<file path="src/rtl/cpu_mem_arbiter_pkg.sv">
// Shared CPU definitions: arbiter FSM states, memory-owner encoding, IE source/dest flags
// and the address/data listing helper used to preload RAM images.
// Latency: n/a (types, constants and a pure function only).
// Backpressure: n/a.
package cpu_mem_arbiter_pkg;

    localparam int CPU_ADDR_W = 16;
    localparam int CPU_DATA_W = 8;

    // Arbiter sequencing: grant in IDLE, strobe RAM in ACCESS, return data/ack in RESP.
    typedef enum logic [1:0] {
        ST_IDLE   = 2'd0,
        ST_ACCESS = 2'd1,
        ST_RESP   = 2'd2
    } arb_state_t;

    // Which stage owns the access currently in flight.
    typedef enum logic {
        OWN_IF = 1'b0,
        OWN_IE = 1'b1
    } owner_t;

    // Operand source selector used by the execute stage.
    typedef enum logic [1:0] {
        IE_SRC_REG = 2'd0,
        IE_SRC_IMM = 2'd1,
        IE_SRC_MEM = 2'd2
    } ie_src_t;

    // Result destination selector used by the execute stage.
    typedef enum logic [1:0] {
        IE_DST_NONE = 2'd0,
        IE_DST_REG  = 2'd1,
        IE_DST_MEM  = 2'd2
    } ie_dst_t;

    // One line of a memory listing: 16-bit address, 8-bit byte.
    typedef struct packed {
        logic [CPU_ADDR_W-1:0] addr;
        logic [CPU_DATA_W-1:0] data;
    } listing_entry_t;

    // Listings are written as packed 24-bit words 0xAAAADD (address then byte).
    function automatic listing_entry_t listing_entry(input logic [CPU_ADDR_W+CPU_DATA_W-1:0] word);
        listing_entry_t e;
        e.addr = word[CPU_ADDR_W+CPU_DATA_W-1:CPU_DATA_W];
        e.data = word[CPU_DATA_W-1:0];
        return e;
    endfunction

endpackage

</file>
<file path="src/rtl/cpu_mem_arbiter.sv">
// Single-port RAM arbiter between instruction fetch (IF, read-only) and execute (IE, load/store).
// Latency: request seen in IDLE at t -> mem_en at t+1 -> ack + read data at t+2; one access per 3 cycles.
// Backpressure: req/ack handshake; a requester holds req until its one-cycle ack, losers simply wait.
//
// Ports:
//   clk, rst                         clock, synchronous active-high reset
//   if_req/if_addr -> if_ack/if_rdata     fetch read channel
//   ie_req/ie_we/ie_addr/ie_wdata -> ie_ack/ie_rdata   execute load/store channel
//   mem_en/mem_we/mem_addr/mem_wdata, mem_rdata         synchronous-read RAM port
module cpu_mem_arbiter
    import cpu_mem_arbiter_pkg::*;
#(
    parameter int ADDR_W        = 16,
    parameter int DATA_W        = 8,
    parameter int MAX_IE_STREAK = 4
) (
    input  logic              clk,
    input  logic              rst,
    input  logic              if_req,
    input  logic [ADDR_W-1:0] if_addr,
    output logic [DATA_W-1:0] if_rdata,
    output logic              if_ack,
    input  logic              ie_req,
    input  logic              ie_we,
    input  logic [ADDR_W-1:0] ie_addr,
    input  logic [DATA_W-1:0] ie_wdata,
    output logic [DATA_W-1:0] ie_rdata,
    output logic              ie_ack,
    output logic              mem_en,
    output logic              mem_we,
    output logic [ADDR_W-1:0] mem_addr,
    output logic [DATA_W-1:0] mem_wdata,
    input  logic [DATA_W-1:0] mem_rdata
);

    localparam int STREAK_W = (MAX_IE_STREAK < 1) ? 1 : $clog2(MAX_IE_STREAK + 1);
    localparam logic [STREAK_W-1:0] STREAK_MAX = STREAK_W'(MAX_IE_STREAK);

    arb_state_t          r_state;
    owner_t              r_owner;
    logic [STREAK_W-1:0] r_streak;
    logic                r_mem_en;
    logic                r_mem_we;
    logic [ADDR_W-1:0]   r_mem_addr;
    logic [DATA_W-1:0]   r_mem_wdata;
    logic                r_if_ack;
    logic                r_ie_ack;

    arb_state_t          w_state_nxt;
    owner_t              w_owner_nxt;
    logic [STREAK_W-1:0] w_streak_nxt;
    logic                w_mem_en_nxt;
    logic                w_mem_we_nxt;
    logic [ADDR_W-1:0]   w_mem_addr_nxt;
    logic [DATA_W-1:0]   w_mem_wdata_nxt;
    logic                w_if_ack_nxt;
    logic                w_ie_ack_nxt;
    logic                w_ie_wins;

    // IE has priority unless IF is waiting and IE has already used up its streak allowance.
    assign w_ie_wins = ie_req && (!if_req || (r_streak < STREAK_MAX));

    always_comb begin
        w_state_nxt     = r_state;
        w_owner_nxt     = r_owner;
        w_streak_nxt    = r_streak;
        w_mem_en_nxt    = 1'b0;
        w_mem_we_nxt    = 1'b0;
        w_mem_addr_nxt  = r_mem_addr;
        w_mem_wdata_nxt = r_mem_wdata;
        w_if_ack_nxt    = 1'b0;
        w_ie_ack_nxt    = 1'b0;

        case (r_state)
            ST_IDLE: begin
                if (w_ie_wins) begin
                    w_owner_nxt     = OWN_IE;
                    w_mem_addr_nxt  = ie_addr;
                    w_mem_wdata_nxt = ie_wdata;
                    w_mem_we_nxt    = ie_we;
                    w_mem_en_nxt    = 1'b1;
                    w_state_nxt     = ST_ACCESS;
                    // The streak only counts IE grants that actually made IF wait.
                    w_streak_nxt    = if_req ? (r_streak + 1'b1) : '0;
                end else if (if_req) begin
                    w_owner_nxt     = OWN_IF;
                    w_mem_addr_nxt  = if_addr;
                    w_mem_wdata_nxt = '0;
                    w_mem_en_nxt    = 1'b1;
                    w_state_nxt     = ST_ACCESS;
                    w_streak_nxt    = '0;
                end
            end
            ST_ACCESS: begin
                // RAM samples at the end of this cycle, so read data lines up with the ack next cycle.
                w_if_ack_nxt = (r_owner == OWN_IF);
                w_ie_ack_nxt = (r_owner == OWN_IE);
                w_state_nxt  = ST_RESP;
            end
            ST_RESP: begin
                w_state_nxt = ST_IDLE;
            end
            default: begin
                w_state_nxt = ST_IDLE;
            end
        endcase
    end

    always_ff @(posedge clk) begin
        if (rst) begin
            r_state     <= ST_IDLE;
            r_owner     <= OWN_IF;
            r_streak    <= '0;
            r_mem_en    <= 1'b0;
            r_mem_we    <= 1'b0;
            r_mem_addr  <= '0;
            r_mem_wdata <= '0;
            r_if_ack    <= 1'b0;
            r_ie_ack    <= 1'b0;
        end else begin
            r_state     <= w_state_nxt;
            r_owner     <= w_owner_nxt;
            r_streak    <= w_streak_nxt;
            r_mem_en    <= w_mem_en_nxt;
            r_mem_we    <= w_mem_we_nxt;
            r_mem_addr  <= w_mem_addr_nxt;
            r_mem_wdata <= w_mem_wdata_nxt;
            r_if_ack    <= w_if_ack_nxt;
            r_ie_ack    <= w_ie_ack_nxt;
        end
    end

    assign mem_en    = r_mem_en;
    assign mem_we    = r_mem_we;
    assign mem_addr  = r_mem_addr;
    assign mem_wdata = r_mem_wdata;
    assign if_ack    = r_if_ack;
    assign ie_ack    = r_ie_ack;

    // Read data is the RAM output steered to the owner; the other side reads zero.
    assign if_rdata  = r_if_ack ? mem_rdata : '0;
    assign ie_rdata  = r_ie_ack ? mem_rdata : '0;

endmodule

</file>
<file path="config.mk">
export PLATFORM = sky130hd
export DESIGN_NAME = cpu_mem_arbiter
export DESIGN_NICKNAME = d
export VERILOG_FILES = /design/src/rtl/cpu_mem_arbiter_pkg.sv /design/src/rtl/cpu_mem_arbiter.sv
export SDC_FILE = /design/constraint.sdc
export NUM_CORES = 1
export LEC_CHECK = 0
export ABC_AREA = 0
export BUFFER_PORTS_ARGS = -buffer_cell sky130_fd_sc_hd__clkbuf_2
export CAP_MARGIN = 10
export CORE_ASPECT_RATIO = 1.2
export CORE_MARGIN = 2
export CORE_UTILIZATION = 36
export CTS_CLUSTER_SIZE = 14
export DETAILED_ROUTE_END_ITERATION = 8
export GPL_TIMING_DRIVEN = 0
export PLACE_DENSITY = 0.75
export SYNTH_ARGS = -nofsm -noshare
export SYNTH_HDL_FRONTEND = slang
export SYNTH_SLANG_ARGS = --single-unit
</file>
<file path="constraint.sdc">
create_clock -name clk -period 2.1 [get_ports clk]
set_clock_uncertainty 0.05 [all_clocks]
set_input_delay 0.21 -clock clk [delete_from_list [all_inputs] [get_ports clk]]
set_output_delay 0.21 -clock clk [all_outputs]
set_load 0.05 [all_outputs]
</file>
==> results.md <==
Final layout:
- For this run, the share of the core covered by cells in the final layout is a little over half.
- The post-route non-filler standard cell count is between 300 and 400.
- The register area is about 700 sq um.
- The multi-input logic area is 704.4 sq um.
- From synthesis to final layout, the design area changed by 43.62%.
- Summing all non-filler instances in the final layout gives an area of approximately 2100 sq um.
- The count of antenna diodes in the layout is 0.
- The final layout contains between 300 and 400 nets.
- Counting the fill cells in the layout gives about 400.
- Of the cells placed in the final design, the portion with a size suffix greater than 1 is around 43%.

Placed design:
- The count of input and output buffers is 94.
- The number of placed instances, taps included, is between 300 and 400.
- The placed instances occupy a cell area of a little under 2000 sq um.
- The placer's final routability congestion estimate is 0.6589.
- The total half-perimeter wirelength after legalization and detailed placement is around 2.9 mm.
- Timing analysis after detailed placement gives a worst setup slack of a little over 400 ps.

Critical path:
- The depth of the worst register-to-register path is 5.
- The setup slack of the worst register-to-register path is roughly 380 ps.
- The data arrival time at the worst-slack endpoint is approximately 1800 ps.
- The worst setup path is captured at a flop.
- The peak fanout along the critical path is 10.
- STA classifies the critical path startpoint as a flop.
- The data required time at the worst endpoint is roughly 2200 ps.
- The classification of the worst setup path is reg -> reg.
- The worst register-to-register path begins at r_state[0]$_SDFFE_PP0P_.
- In this run the critical register-to-register path is captured at mem_addr[3]$_SDFFE_PP0P_.

Synth:
- Summing every instance area after synthesis gives 1451 sq um.
- Synthesis inferred 34 register bits.
- Synthesis produced a netlist whose cell count is between 150 and 200.
- dfxtp_1 is the most common cell in the netlist.
- By area, the combinational part of the netlist is dominated by compound AO/OA/AOI/OAI gates.
- Counting every net in the synthesized netlist gives roughly 220.
- The area share of the leading cell type in the synthesized netlist is between 40% and 50%.
- Of the synthesized area, sequential elements account for between 40% and 50%.
- The synthesized design spends more area on one cell type than any other, namely dfxtp_1.
- The async set-reset flop share out of synthesis is 0%.
- The synthesized netlist devotes 0% of its cell area to XOR and XNOR gates.
- Summing the areas of all compound-gate instances in the mapped netlist gives between 20% and 30% of the synthesized area.
- The adder-cell share of the synthesized area is less than 1%.
- Sorting the synthesized cells by how often they occur yields dfxtp_1, nand2_1, a21oi_1, and2_1, a311oi_1.
- Of the total synthesized cell area, the portion taken by AND, OR, NAND and NOR gates is 23.02%.
- A synthesized cell averages a little under 9 sq um.
- The fraction of synthesized area in multiplexers is 0%.
- For this run, the number of Yosys warnings is 0.
- The number of flops mapped to enable cells by yosys is 0.
- The most frequently used flop master after synthesis is dfxtp_1.
- After synthesis, the cell types taking the most area are dfxtp_1, a311oi_1, nand2_1, and2_1, a21oi_1.
- The synthesized netlist contains 27 unique library cells.

Detailed routing:
- For this block, the initial DRC count from the detailed router was 24.
- The first-pass iteration count of the detailed router is 4.
- For this run, design rule violations remaining after detail routing come to 0.
- After detailed routing, the average wire length per cell comes to between 10 and 15 um.
- The overall via count from detail_route is between 1500 and 2000.
- Dividing the detail-routed via count by the number of cells gives between 4 and 5.
- In this run the remaining antenna-violating nets after routing total 0.
- For this block, the routed nets add up to approximately 3.6 mm of wire.

Worst hold path:
- For hold timing, the worst endpoint is mem_we$_SDFF_PP0_.
- Along the worst hold path, the cell count comes to 2.
- The hold path startpoint is ie_we.
- The worst hold path belongs to the class in -> reg.

Clock tree:
- The deepest clock path buffer count is 2.
- The number of hold buffers added after cts is 0.
- In this run, post-CTS repair resized a total of 0 instances.
- The number of setup buffers added after CTS is 0.
- The clock tree root driver cell is clkbuf_8.
- The deepest level of the CTS H-tree is 2.
- The later-pin clock latency in the skew report is between 200 and 300 ps.
- The number of buffers created by CTS is 5.
- The clock-pin slew on the worst setup and hold paths is roughly 70 ps.
- The clock tree from TritonCTS is built.
- The clock net in this run drives a total of 34 sinks.

GRT:
- The final global-route overflow total is 0.
- The all-layer global routing usage is approximately 17%.
- The global-route wire length before repair is roughly 5.8 mm.
- The pin count of the biggest net entering global routing is 12.
- The number of global-route vias before repair is 1357.
- The number of antenna violations at the first check in global routing is 0.

Timing:
- Across all setup checks in the final design, the least slack found is ~380 ps.
- For the pin with the worst max-slew slack, the measured transition is ~580 ps.
- The routed design could run at a clock period as short as around 1700 ps.
- After layout, the worst path uses 81.81% of the clock period.
- The final max-slew violation count is 0.
- The total negative slack is 0 ps.
- The number of hold violations in the final report is 0.
- For this run, the top clock speed supported by timing is between 500 and 600 MHz.
- Setup repair after global routing left no endpoint under its margin.
- The max-slew headroom at the worst pin is between 60% and 70%.
- The final setup violation count is 0.

Pwr:
- Across the VDD grid, the largest voltage drop is between 0.3 and 0.4 mV.
- The cell leakage power is between 1 and 1.5 nW.
- The internal portion of the total power is ~1.1 mW.
- The total power density per cell area is 814.8 nW/um^2.
- The switching share of total power is between 30% and 40%.
- Per report_power, the sequential group accounts for between 40% and 50% of the total.
- Summed over all nets, the switching power comes to 0.5933 mW.
- The clock network is responsible for between 20% and 30% of the overall power.
- The proportion of power drawn by combinational gates is between 20% and 30%.

Floorplan:
- The count of pins on the block boundary is slightly below 100.
- The floorplan has 25 rows.
- The core outline area is 3910 sq um.
- The floorplan die width is between 60 and 70 um.
- For this configuration, the core starts out at a cell density of a little under two fifths.
- The area enclosed by the die boundary is between 4000 and 5000 sq um.
- From bottom edge to top edge, the die measures roughly 74 um.

Outcome:
- The flow ran to the end, and the final reports show no timing, DRC or antenna violations.

Job:
- The count of maximum capacitance violations is 0.
-- logic make-up after synthesis --
kind of cell,count (synthesis)
and+or+nand+nor,66
AOI/OAI and AO/OA,50
DFF,34
buffers and inverters,12
adders and majority gates,1
-- registers in the layout, indices dropped and copies added, names as in the netlist --
register / count
mem_addr: 16
mem_wdata: 8
r_streak: 3
r_state: 2
ie_ack: 1
if_ack: 1
mem_en: 1
mem_we: 1
r_owner: 1
-- critical path: stages, from the launching register on --
cell and delay, ps:
dfxtp_1 320, or2_1 240, buf_6 140, nor2_1 460, buf_4 280, a311oi_1 100
-- worst max path at each step --
stage | start | to | slack, ps | cells past startpoint
floorplan | if_ack$_SDFF_PP0_ | if_rdata[7] | 650 | 1
global placement | r_state[0]$_SDFFE_PP0P_ | mem_addr[2]$_SDFFE_PP0P_ | 430 | 5
detailed placement | r_state[0]$_SDFFE_PP0P_ | mem_addr[10]$_SDFFE_PP0P_ | 410 | 5
CTS | r_state[0]$_SDFFE_PP0P_ | mem_addr[3]$_SDFFE_PP0P_ | 390 | 5
global route | r_state[0]$_SDFFE_PP0P_ | mem_addr[4]$_SDFFE_PP0P_ | 290 | 4
finish | r_state[0]$_SDFFE_PP0P_ | mem_addr[3]$_SDFFE_PP0P_ | 380 | 5
-- per-stage QoR --
stage	power, mW	hold slack [ps]
2_1_floorplan	1.084	281.7
3_3_place_gp	1.216	360.5
3_5_place_dp	1.222	365.3
4_1_cts	1.725	66.11
5_1_grt	1.781	77.85
6_report	1.698	77.90
-- routing by layer --
layer	routed length (um)	GRT usage, %
met3	411	5.634
met1	1492	18.69
met4	36	6.383
met5	0	0
met2	1708	28.59
-- power by group through the flow --
stage               combinational [mW]  sequential, mW  clock (mW)
CTS                              0.477           0.731       0.517
detailed placement               0.476           0.745           0
global placement                 0.472           0.745           0
floorplan                        0.171           0.913           0
global route                     0.512           0.738       0.531
finish                           0.473           0.731       0.495
-- cell usage in the layout (no fill, tap or decap) --
| cell | n |
|---|---|
| buf_6 | 1 |
| nand2_1 | 32 |
| a21oi_2 | 1 |
| nor2_1 | 3 |
| nor3_1 | 2 |
| a21boi_2 | 1 |
| nor3_4 | 1 |
| buf_4 | 2 |
| a21bo_2 | 1 |
| or4_1 | 1 |
| a21o_1 | 1 |
| clkbuf_2 | 95 |
| buf_2 | 4 |
| clkbuf_1 | 4 |
| o21ai_0 | 3 |
| nor2b_1 | 2 |
| a22o_1 | 8 |
| and2_1 | 18 |
| ha_1 | 1 |
| nand4_1 | 2 |
| or2_1 | 2 |
| nand3_1 | 1 |
| dfxtp_1 | 34 |
| nor2_2 | 1 |
| a21oi_1 | 19 |
| clkinvlp_4 | 1 |
| nor3b_1 | 1 |
| clkbuf_8 | 6 |
| clkinv_2 | 1 |
| a311oi_1 | 16 |
-- area by class of cell --
type	count	share of cell area (%)
plain buffers	12	3.181
clock buffers	6	3.962
clock inverters	2	0.6002
multi-input cells	117	33.79
flip-flops and latches	34	32.65
well taps	54	3.241
repair buffers	94	22.57
Power figures use the tool's default switching activity.
